<file path="src/rtl/mesh_term_adapter.sv">
// Terminal adapter for one mesh port: inject FIFO towards the mesh, eject FIFO from the mesh,
// destination check on every ejected packet, and saturating traffic/error counters.

module mesh_term_fifo #(
  parameter int W     = 40,
  parameter int DEPTH = 4
) (
  input  logic         clk,
  input  logic         reset,
  input  logic         wr,
  input  logic         rd,
  input  logic [W-1:0] din,
  output logic         full,
  output logic         nonempty,
  output logic [W-1:0] head
);
  localparam int PW = (DEPTH > 1) ? $clog2(DEPTH) : 1;
  localparam int OW = $clog2(DEPTH + 1);

  typedef enum logic [1:0] {EMPTY, PARTIAL, FULL} state_t;

  state_t        state, state_nxt;
  logic [OW-1:0] occ, occ_nxt;
  logic [PW-1:0] wr_ptr, rd_ptr;
  logic [W-1:0]  mem [DEPTH];

  // Pointers wrap explicitly so DEPTH need not be a power of two.
  function automatic logic [PW-1:0] bump(input logic [PW-1:0] p);
    return (p == PW'(DEPTH - 1)) ? '0 : p + PW'(1);
  endfunction

  always_comb begin
    occ_nxt = occ;
    case ({wr, rd})
      2'b10:   occ_nxt = occ + OW'(1);
      2'b01:   occ_nxt = occ - OW'(1);
      default: occ_nxt = occ;
    endcase
    state_nxt = PARTIAL;
    if (occ_nxt == '0)
      state_nxt = EMPTY;
    else if (occ_nxt == OW'(DEPTH))
      state_nxt = FULL;
  end

  always_ff @(posedge clk) begin
    if (!reset) begin
      state  <= EMPTY;
      occ    <= '0;
      wr_ptr <= '0;
      rd_ptr <= '0;
    end else begin
      state <= state_nxt;
      occ   <= occ_nxt;
      if (wr) wr_ptr <= bump(wr_ptr);
      if (rd) rd_ptr <= bump(rd_ptr);
    end
  end

  always_ff @(posedge clk) begin
    if (wr) mem[wr_ptr] <= din;
  end

  assign full     = (state == FULL);
  assign nonempty = (state != EMPTY);
  assign head     = nonempty ? mem[rd_ptr] : '0;
endmodule

module mesh_term_adapter #(
  parameter int         ROWS       = 4,
  parameter int         COLUMS     = 4,
  parameter int         pckg_sz    = 40,
  parameter int         fifo_depth = 4,
  parameter logic [7:0] bdcst      = 8'hFF,
  parameter int         MY_ROW     = 0,
  parameter int         MY_COL     = 1,
  parameter int         CNT_W      = 16
) (
  input  logic               clk,
  input  logic               reset,
  input  logic               in_push,
  input  logic [pckg_sz-1:0] in_data,
  output logic               in_full,
  output logic               pndng_i_in,
  output logic [pckg_sz-1:0] data_out_i_in,
  input  logic               popin,
  input  logic               pndng,
  input  logic [pckg_sz-1:0] data_out,
  output logic               pop,
  input  logic               out_pop,
  output logic               out_valid,
  output logic [pckg_sz-1:0] out_data,
  output logic [CNT_W-1:0]   tx_cnt,
  output logic [CNT_W-1:0]   rx_cnt,
  output logic [CNT_W-1:0]   bcst_cnt,
  output logic [CNT_W-1:0]   err_cnt,
  output logic [CNT_W-1:0]   drop_cnt,
  output logic               misroute
);
  localparam logic [pckg_sz-1:0] KEEP   = {{8{1'b0}}, {(pckg_sz - 8){1'b1}}};
  localparam logic [3:0]         MY_R   = 4'(MY_ROW);
  localparam logic [3:0]         MY_C   = 4'(MY_COL);
  localparam int unsigned        ROWS_U = ROWS;
  localparam int unsigned        COLS_U = COLUMS;

  logic inj_full, inj_ne, inj_wr, inj_rd;
  logic ej_full, ej_ne, ej_rd;

  // A push into a full FIFO is still accepted when the mesh pops the head in the same cycle.
  assign inj_rd = popin & inj_ne;
  assign inj_wr = in_push & (~inj_full | inj_rd);

  mesh_term_fifo #(.W(pckg_sz), .DEPTH(fifo_depth)) u_inj (
    .clk      (clk),
    .reset    (reset),
    .wr       (inj_wr),
    .rd       (inj_rd),
    .din      (in_data & KEEP),
    .full     (inj_full),
    .nonempty (inj_ne),
    .head     (data_out_i_in)
  );

  assign in_full    = inj_full;
  assign pndng_i_in = inj_ne;

  // pop looks only at the registered full state, keeping out_pop off the pop path.
  assign pop   = pndng & ~ej_full;
  assign ej_rd = out_pop & ej_ne;

  mesh_term_fifo #(.W(pckg_sz), .DEPTH(fifo_depth)) u_ej (
    .clk      (clk),
    .reset    (reset),
    .wr       (pop),
    .rd       (ej_rd),
    .din      (data_out),
    .full     (ej_full),
    .nonempty (ej_ne),
    .head     (out_data)
  );

  assign out_valid = ej_ne;

  logic [3:0] dst_r, dst_c;
  logic       in_range, is_me, is_bc;

  assign dst_r    = data_out[pckg_sz-9:pckg_sz-12];
  assign dst_c    = data_out[pckg_sz-13:pckg_sz-16];
  assign in_range = (32'(dst_r) < ROWS_U) && (32'(dst_c) < COLS_U);
  assign is_bc    = ({dst_r, dst_c} == bdcst);
  assign is_me    = in_range && (dst_r == MY_R) && (dst_c == MY_C);

  function automatic logic [CNT_W-1:0] sat_inc(input logic [CNT_W-1:0] c);
    return (c == '1) ? c : c + CNT_W'(1);
  endfunction

  always_ff @(posedge clk) begin
    if (!reset) begin
      tx_cnt   <= '0;
      rx_cnt   <= '0;
      bcst_cnt <= '0;
      err_cnt  <= '0;
      drop_cnt <= '0;
      misroute <= 1'b0;
    end else begin
      if (inj_rd) tx_cnt <= sat_inc(tx_cnt);
      if (in_push && !inj_wr) drop_cnt <= sat_inc(drop_cnt);
      if (pop) begin
        if (is_bc) begin
          rx_cnt   <= sat_inc(rx_cnt);
          bcst_cnt <= sat_inc(bcst_cnt);
        end else if (is_me) begin
          rx_cnt <= sat_inc(rx_cnt);
        end else begin
          err_cnt  <= sat_inc(err_cnt);
          misroute <= 1'b1;
        end
      end
    end
  end
endmodule
</file>
<file path="config.mk">
export PLATFORM = sky130hd
export DESIGN_NAME = mesh_term_adapter
export DESIGN_NICKNAME = d
export VERILOG_FILES = /design/src/rtl/mesh_term_adapter.sv
export SDC_FILE = /design/constraint.sdc
export NUM_CORES = 1
export LEC_CHECK = 0
export CORE_MARGIN = 4
export CORE_UTILIZATION = 45
export CTS_CLUSTER_SIZE = 30
export DETAILED_ROUTE_END_ITERATION = 16
export GPL_TIMING_DRIVEN = 0
export PLACE_DENSITY = 0.71
export SLEW_MARGIN = 20
export SYNTH_ARGS = -nofsm -noshare
export SYNTH_HDL_FRONTEND = slang
export SYNTH_SLANG_ARGS = --single-unit
</file>
<file path="constraint.sdc">
create_clock -name clk -period 3.3 [get_ports clk]
set_clock_uncertainty 0.2 [all_clocks]
set_input_delay 0.66 -clock clk [delete_from_list [all_inputs] [get_ports clk]]
set_output_delay 0.66 -clock clk [all_outputs]
set_load 0.01 [all_outputs]
</file>
==> results.yml, run 1 <==
outcome:
  outcome: "finished clean"
cells_and_area:
  layout.nets: 1467
  share_of_layout_cells_above_drive_strength_1_pct: 13.7
  post_layout_nonfiller_instances: 1853
  post-route-util_pct: 58.8
  area.growth.synth_to_final_pct: 27.9
  finalInstanceArea_um2: 20500
synth:
  syn-mean-instance-area_um2: 15.0
  number_of_enable_flip_flop_cells_after_synthesis: 288
  netlist_top_cells_area: "sky130_fd_sc_hd__edfxtp_1, sky130_fd_sc_hd__dfxtp_1, sky130_fd_sc_hd__mux4_2, sky130_fd_sc_hd__and2_1, sky130_fd_sc_hd__xnor2_1"
  yosys_warnings: 0
  leading_register_cell_type_out_of_synthesis: "sky130_fd_sc_hd__edfxtp_1"
  cell_accounting_for_the_most_synthesized_area: "sky130_fd_sc_hd__edfxtp_1"
  post_synth_instance_area_um2: 16100
  netlist_instances: 1073
  ys_ff_latch: 391
  synth_top_area_share_pct: 53.9
  post_synth_num_cell_types: 56
  post-synth-top-count-cell: "sky130_fd_sc_hd__edfxtp_1"
  synth_async_sr_flop_share_pct: 0
  synth-seq-area-share_pct: 66.7
  synth_common_cells: "sky130_fd_sc_hd__edfxtp_1, sky130_fd_sc_hd__dfxtp_1, sky130_fd_sc_hd__mux4_2"
critical_path:
  crit_fanout: 9
  worst-r2r-cell-count: 9
  criticalPathCategory: "primary input to primary output"
  timing.critical_path.required_ns: 2.44
  cp-startpoint: "pndng"
  critical_path.startpoint_type: "primary input"
  timing.critical_path.to_type: "primary output"
  critical_path.reg2reg.startpoint: "u_ej.state[0]"
  crit_arrival_ns: 2.36
detailed_routing:
  drt-total-wl_um: 36300
  detailroute.via_count: 9929
  ratio_of_routed_vias_to_standard_cells: 5.36
  drt_first_iter_violations: 586
  post-route-drc-count: 0
  number_of_detailed_routing_iterations_run_before_antenna_repair: 5
  antenna_left: 0
  avgRoutedWirePerCell_um: 19.6
min_path:
  hold_path_depth: 2
  holdCritStartpoint: "misroute"
  worst_hold_path_type: "flip-flop to flip-flop"
clocking:
  root_buffer: "sky130_fd_sc_hd__clkbuf_16"
  cts-htree-levels: 2
  cts.sinks: 391
  cts_tree: "yes"
  tritoncts.num_buffers: 42
  worstSkewPairLatency_ns: 0.52
  max-clock-path-buffers: 3
  path_clk_slew_ns: 0.05
timing:
  timing.final.ws_setup_ns: 0.0849
  grt_setup_unrepaired: "false"
  finalMaxSlewViolations: 0
  timing.final.setup_violations: 0
  max_slew_margin_pct: 52.9
  min_period_ns: 3.22
  worst-slew-pin-transition_ns: 0.706
  period_share_pct: 97.4
  max_freq_mhz: 311
  setup_tns_after_final_layout_ns: 0
  hold_violations: 0
  fin_worst_hold_slack_ns: 0.256
floorplanning:
  die_h_um: 197
  io_pins: 251
  die_area_um2: 38800
  start_util_pct: 46.0
  core.rowCount: 68
  placeableCoreArea_um2: 34900
  fp.dieW_um: 197
global_route:
  pin_count_of_the_biggest_net_entering_global_routing: 29
  grt_pass1_wl_um: 57300
  number_of_antenna_violations_at_the_first_check_in_global_routing: 1
  first_global_vias: 10200
  grt_util_all_layers_pct: 18.4
  grt_overflow_total: 0
placed_design:
  dpl.hpwl_um: 24700
  io_buffer_count: 233
  postPlaceCellArea_um2: 19200
  gp_congestion: 0.873
  place.detailed.instances: 1776
  dpl_worst_slack_ns: -0.0892
power_and_ir_drop:
  power_density_nw_per_um2: 605
  ir_drop_uv: 464
  power_mw: 12.4
  power.static_leakage_nw: 6.69
flow_run:
  maxCapViolCount: 0
==> final timing paths <==
| check | endpoint | slack (ns) |
|---|---|---|
| hold reg to reg | misroute | 0.26 |
| setup / recovery | pop | 0.08 |
| setup reg to reg | u_ej.state[1] | 0.72 |
| hold / removal | misroute | 0.26 |
==> layer usage <==
layer | part of all wire, % | track usage, % | vias up
li1 | - | - | 4662
met1 | 43 | 25.5 | 4920
met2 | 48 | 29.8 | 287
met3 | 7.1 | 4.62 | 60
met4 | 2.2 | 4.62 | 0
met5 | 0 | 0 | -
==> cell families after synthesis <==
kind of cell,share of synthesized area (%)
other cells,0.0234
simple gates,12.9
flops,66.7
xor+xnor,2.24
mux,11.1
buf+inv,2.26
compound gates,3.24
fa+ha+maj,1.50
==> final cells by class <==
type / count / area, um2
clock buffer: 60 / 1140
fill: 2711 / 14400
buffer: 54 / 324
clock inverter: 18 / 149
multi-input combinational: 606 / 5020
timing repair buffer: 241 / 2500
sequential: 391 / 10700
inverter: 27 / 101
tap: 455 / 569
antenna: 1 / 2.50
==> repair_timing <==
item | in CTS | in global routing
setup buffers | 0 | 0
hold buffers | 0 | 0
gates resized for setup | 28 | 15
endpoints found under the setup margin | 71 | 57
endpoints found under the hold margin | 0 | 0
==> worst max-delay path: stages <==
cell                              delay, ns
sky130_fd_sc_hd__clkdlybuf4s50_1       0.65
sky130_fd_sc_hd__nand2_1               0.28
sky130_fd_sc_hd__inv_1                 0.19
sky130_fd_sc_hd__clkdlybuf4s50_1       0.57
==> report_power, final <==
group | leakage (nW) | internal [mW] | switching, mW
combinational | 2.59 | 1.27 | 1.10
clock | 0.627 | 2.56 | 1.81
sequential | 3.48 | 5.56 | 0.0979
==> placed cells by master, fill, tap and decap left out, drive strengths merged, types with 9 or more instances in the layout <==
master	instances
clkinv	14
xnor2	31
ha	16
nand2	52
clkbuf	88
or3	10
nor3	22
and4	9
o21ai	15
buf	34
or2	9
nand3	33
clkdlybuf4s50	232
inv	29
nand4	23
nor4	19
and3	13
o31ai	9
and2	52
edfxtp	288
nor2	63
nand2b	13
a21oi	27
nor2b	34
mux4	72
dfxtp	103
xor2	10
mux2i	16
or4	9
==> flip-flops by register name, indices dropped and copies added (netlist names), named ones only <==
register	cells
bcst_cnt	16
drop_cnt	16
tx_cnt	16
u_ej.wr_ptr	2
rx_cnt	16
u_inj.wr_ptr	2
u_inj.rd_ptr	2
u_ej.occ	3
u_inj.occ	3
u_ej.state	2
err_cnt	16
u_inj.mem	128
u_ej.rd_ptr	2
misroute	1
u_inj.state	2
u_ej.mem	160
Note: power is estimated with default switching activity, not from simulation.
==> run 2: changes to the inputs <==
CTS_BUF_LIST = sky130_fd_sc_hd__clkbuf_16   (was not set)
==> run 2 against run 1 <==
Against the previous run:
- routed wire length is essentially flat
- highest routed layer unchanged
- sequential power hardly changed
- count of clock-buffer cells in the layout down 18
- combinational power is essentially flat
- register-to-register slack is essentially flat
- flip-flop and latch count stayed put
- die area stayed put
- critical path type is now flip-flop to primary output
- core utilization down 0.057 points
- first-iteration DRC count down 0.51%
- non-clock buffer count unchanged
- total power decreased by 0.74%
==> results.yml, run 2 (same netlist as run 1, synthesis figures left out) <==
critical_path:
  worst_path_max_delay_cell: "sky130_fd_sc_hd__clkdlybuf4s50_1"
  timing.critical_path.to_type: "primary output"
  worst-r2r-cell-count: 9
  cp_cell_sequence: "buf_2, mux4_2, nor2b_1, clkdlybuf4s50_1"
  critical_path.max_stage_delay_ns: 0.49
  critical_path.startpoint_type: "flip-flop"
  ff2ff_setup_slack_ns: 0.72
  critical_path.reg2reg.startpoint: "u_ej.state[0]"
  crit_arrival_ns: 2.35
  crit_fanout: 10
  timing.critical_path.required_ns: 2.44
  criticalPathCategory: "flip-flop to primary output"
timing:
  max_slew_margin_pct: 52.4
  hold_violations: 0
  timing.final.ws_setup_ns: 0.0918
  period_share_pct: 97.2
  worst-slew-pin-transition_ns: 0.714
  grt_setup_unrepaired: "false"
  fin_worst_hold_slack_ns: 0.256
  timing.final.setup_violations: 0
  finalMaxSlewViolations: 0
  max_freq_mhz: 312
  min_period_ns: 3.21
cells_and_area:
  final_common_cell: "sky130_fd_sc_hd__edfxtp_1"
  fillers: 2715
  post-route-util_pct: 58.8
  share_of_layout_cells_above_drive_strength_1_pct: 13.6
  area.growth.synth_to_final_pct: 27.7
  layout.nets: 1467
  largest_registers_ranked_by_flip_flop_count: "u_ej.mem (160), u_inj.mem (128)"
  largest_register_ff_count: 160
  register_with_the_most_flip_flops: "u_ej.mem"
  final_cell_mix: "sky130_fd_sc_hd__edfxtp_1, sky130_fd_sc_hd__clkdlybuf4s50_1, sky130_fd_sc_hd__dfxtp_1"
detailed_routing:
  drt_first_iter_violations: 583
  ratio_of_routed_vias_to_standard_cells: 5.38
  antenna_left: 0
  number_of_detailed_routing_iterations_run_before_antenna_repair: 5
  detailroute.via_count: 9976
  drt-total-wl_um: 36300
  post-route-drc-count: 0
  avgRoutedWirePerCell_um: 19.6
outcome:
  outcome: "finished clean"
power_and_ir_drop:
  seq_power_share_pct: 45.9
  power.share.clock_pct: 34.8
  power.static_leakage_nw: 6.75
  net_switching_power_mw: 3.02
  power.share.switching_pct: 24.5
  power_density_nw_per_um2: 601
  ir_drop_uv: 464
  portion_of_total_power_attributed_to_combinational_logic_pct: 19.3
  cell_internal_power_dissipation_mw: 9.30
floorplanning:
  io_pins: 251
  die_area_um2: 38800
  start_util_pct: 46.0
  die_h_um: 197
  placeableCoreArea_um2: 34900
  fp.dieW_um: 197
  core.rowCount: 68
min_path:
  hold_path_depth: 2
  worst_hold_path_type: "flip-flop to flip-flop"
  holdCritStartpoint: "misroute"
global_route:
  grt_pass1_wl_um: 57300
  grt_overflow_total: 0
  grt_util_all_layers_pct: 18.4
  pin_count_of_the_biggest_net_entering_global_routing: 29
  number_of_antenna_violations_at_the_first_check_in_global_routing: 1
  first_global_vias: 10200
placed_design:
  gp_congestion: 0.873
  io_buffer_count: 233
  dpl.hpwl_um: 24700
  dpl_worst_slack_ns: -0.0892
clocking:
  path_clk_slew_ns: 0.05
  cts-htree-levels: 2
  cts_tree: "yes"
  root_buffer: "sky130_fd_sc_hd__clkbuf_16"
  tritoncts.num_buffers: 42
  worstSkewPairLatency_ns: 0.52
  postCtsSetupBuffers: 0
  max-clock-path-buffers: 3
  cts.sinks: 391
flow_run:
  maxCapViolCount: 0
-- run 2: cell count changes in the layout (fill, tap and decap cells not counted) --
cell,delta
sky130_fd_sc_hd__clkbuf_1,-16
sky130_fd_sc_hd__clkbuf_8,-2
sky130_fd_sc_hd__clkinv_1,+2
sky130_fd_sc_hd__inv_1,+16
-- run 2: worst paths after layout --
kind / to
hold / removal: misroute
hold reg to reg: misroute
setup reg to reg: u_ej.state[1]
setup / recovery: data_out_i_in[26]
-- run 2: layout make-up --
cell class                 count  area, um2  share of cell area [%]
clock inverter                36        216                    1.06
clock buffer                  42       1050                    5.13
multi-input combinational    606       5020                    24.5
timing repair buffer         241       2500                    12.2
antenna                        1       2.50                  0.0122
buffer                        54        324                    1.58
tap                          455        569                    2.78
sequential                   391      10700                    52.3
inverter                      27        101                   0.494
-- run 2: routing by layer --
layer	track usage [%]	up-vias	share of wire [%]
li1	-	4668	-
met1	25.5	4948	43
met2	29.7	303	48
met3	4.62	57	7.2
met4	4.60	0	2.1
met5	0	-	0
-- run 2: timing repair --
| action | in CTS | in global routing |
|---|---|---|
| resized for setup | 28 | 15 |
| endpoints found under the setup margin | 71 | 57 |
| hold buffers | 0 | 0 |
-- run 2: power by group through the flow --
stage / Combinational, mW / Clock (mW) / Sequential (mW)
final: 2.37 / 4.29 / 5.65
after global routing: 2.58 / 4.62 / 5.68
after CTS: 2.42 / 4.40 / 5.65
after detailed placement: 2.39 / 0 / 5.74
after global placement: 2.33 / 0 / 5.74
after floorplan: 1.25 / 0 / 5.73
-- run 2: metrics by stage --
stage	instances	TNS (ns)	power, mW	instance area (um2)
after global routing	1853	0	12.9	20500
after global placement	1768	-129.35	8.07	19000
after CTS	1852	0	12.5	20500
final	1853	0	12.3	20500
after detailed placement	1776	-0.535	8.13	19200
after floorplan	1080	0	6.97	16100
-- run 2: critical path: cells and delay by family (launching register included) --
family / cells / cell delay [ns]
buffers and inverters: 2 / 0.84
DFF: 1 / 0.47
muxes: 1 / 0.37
and+or+nand+nor: 1 / 0.16
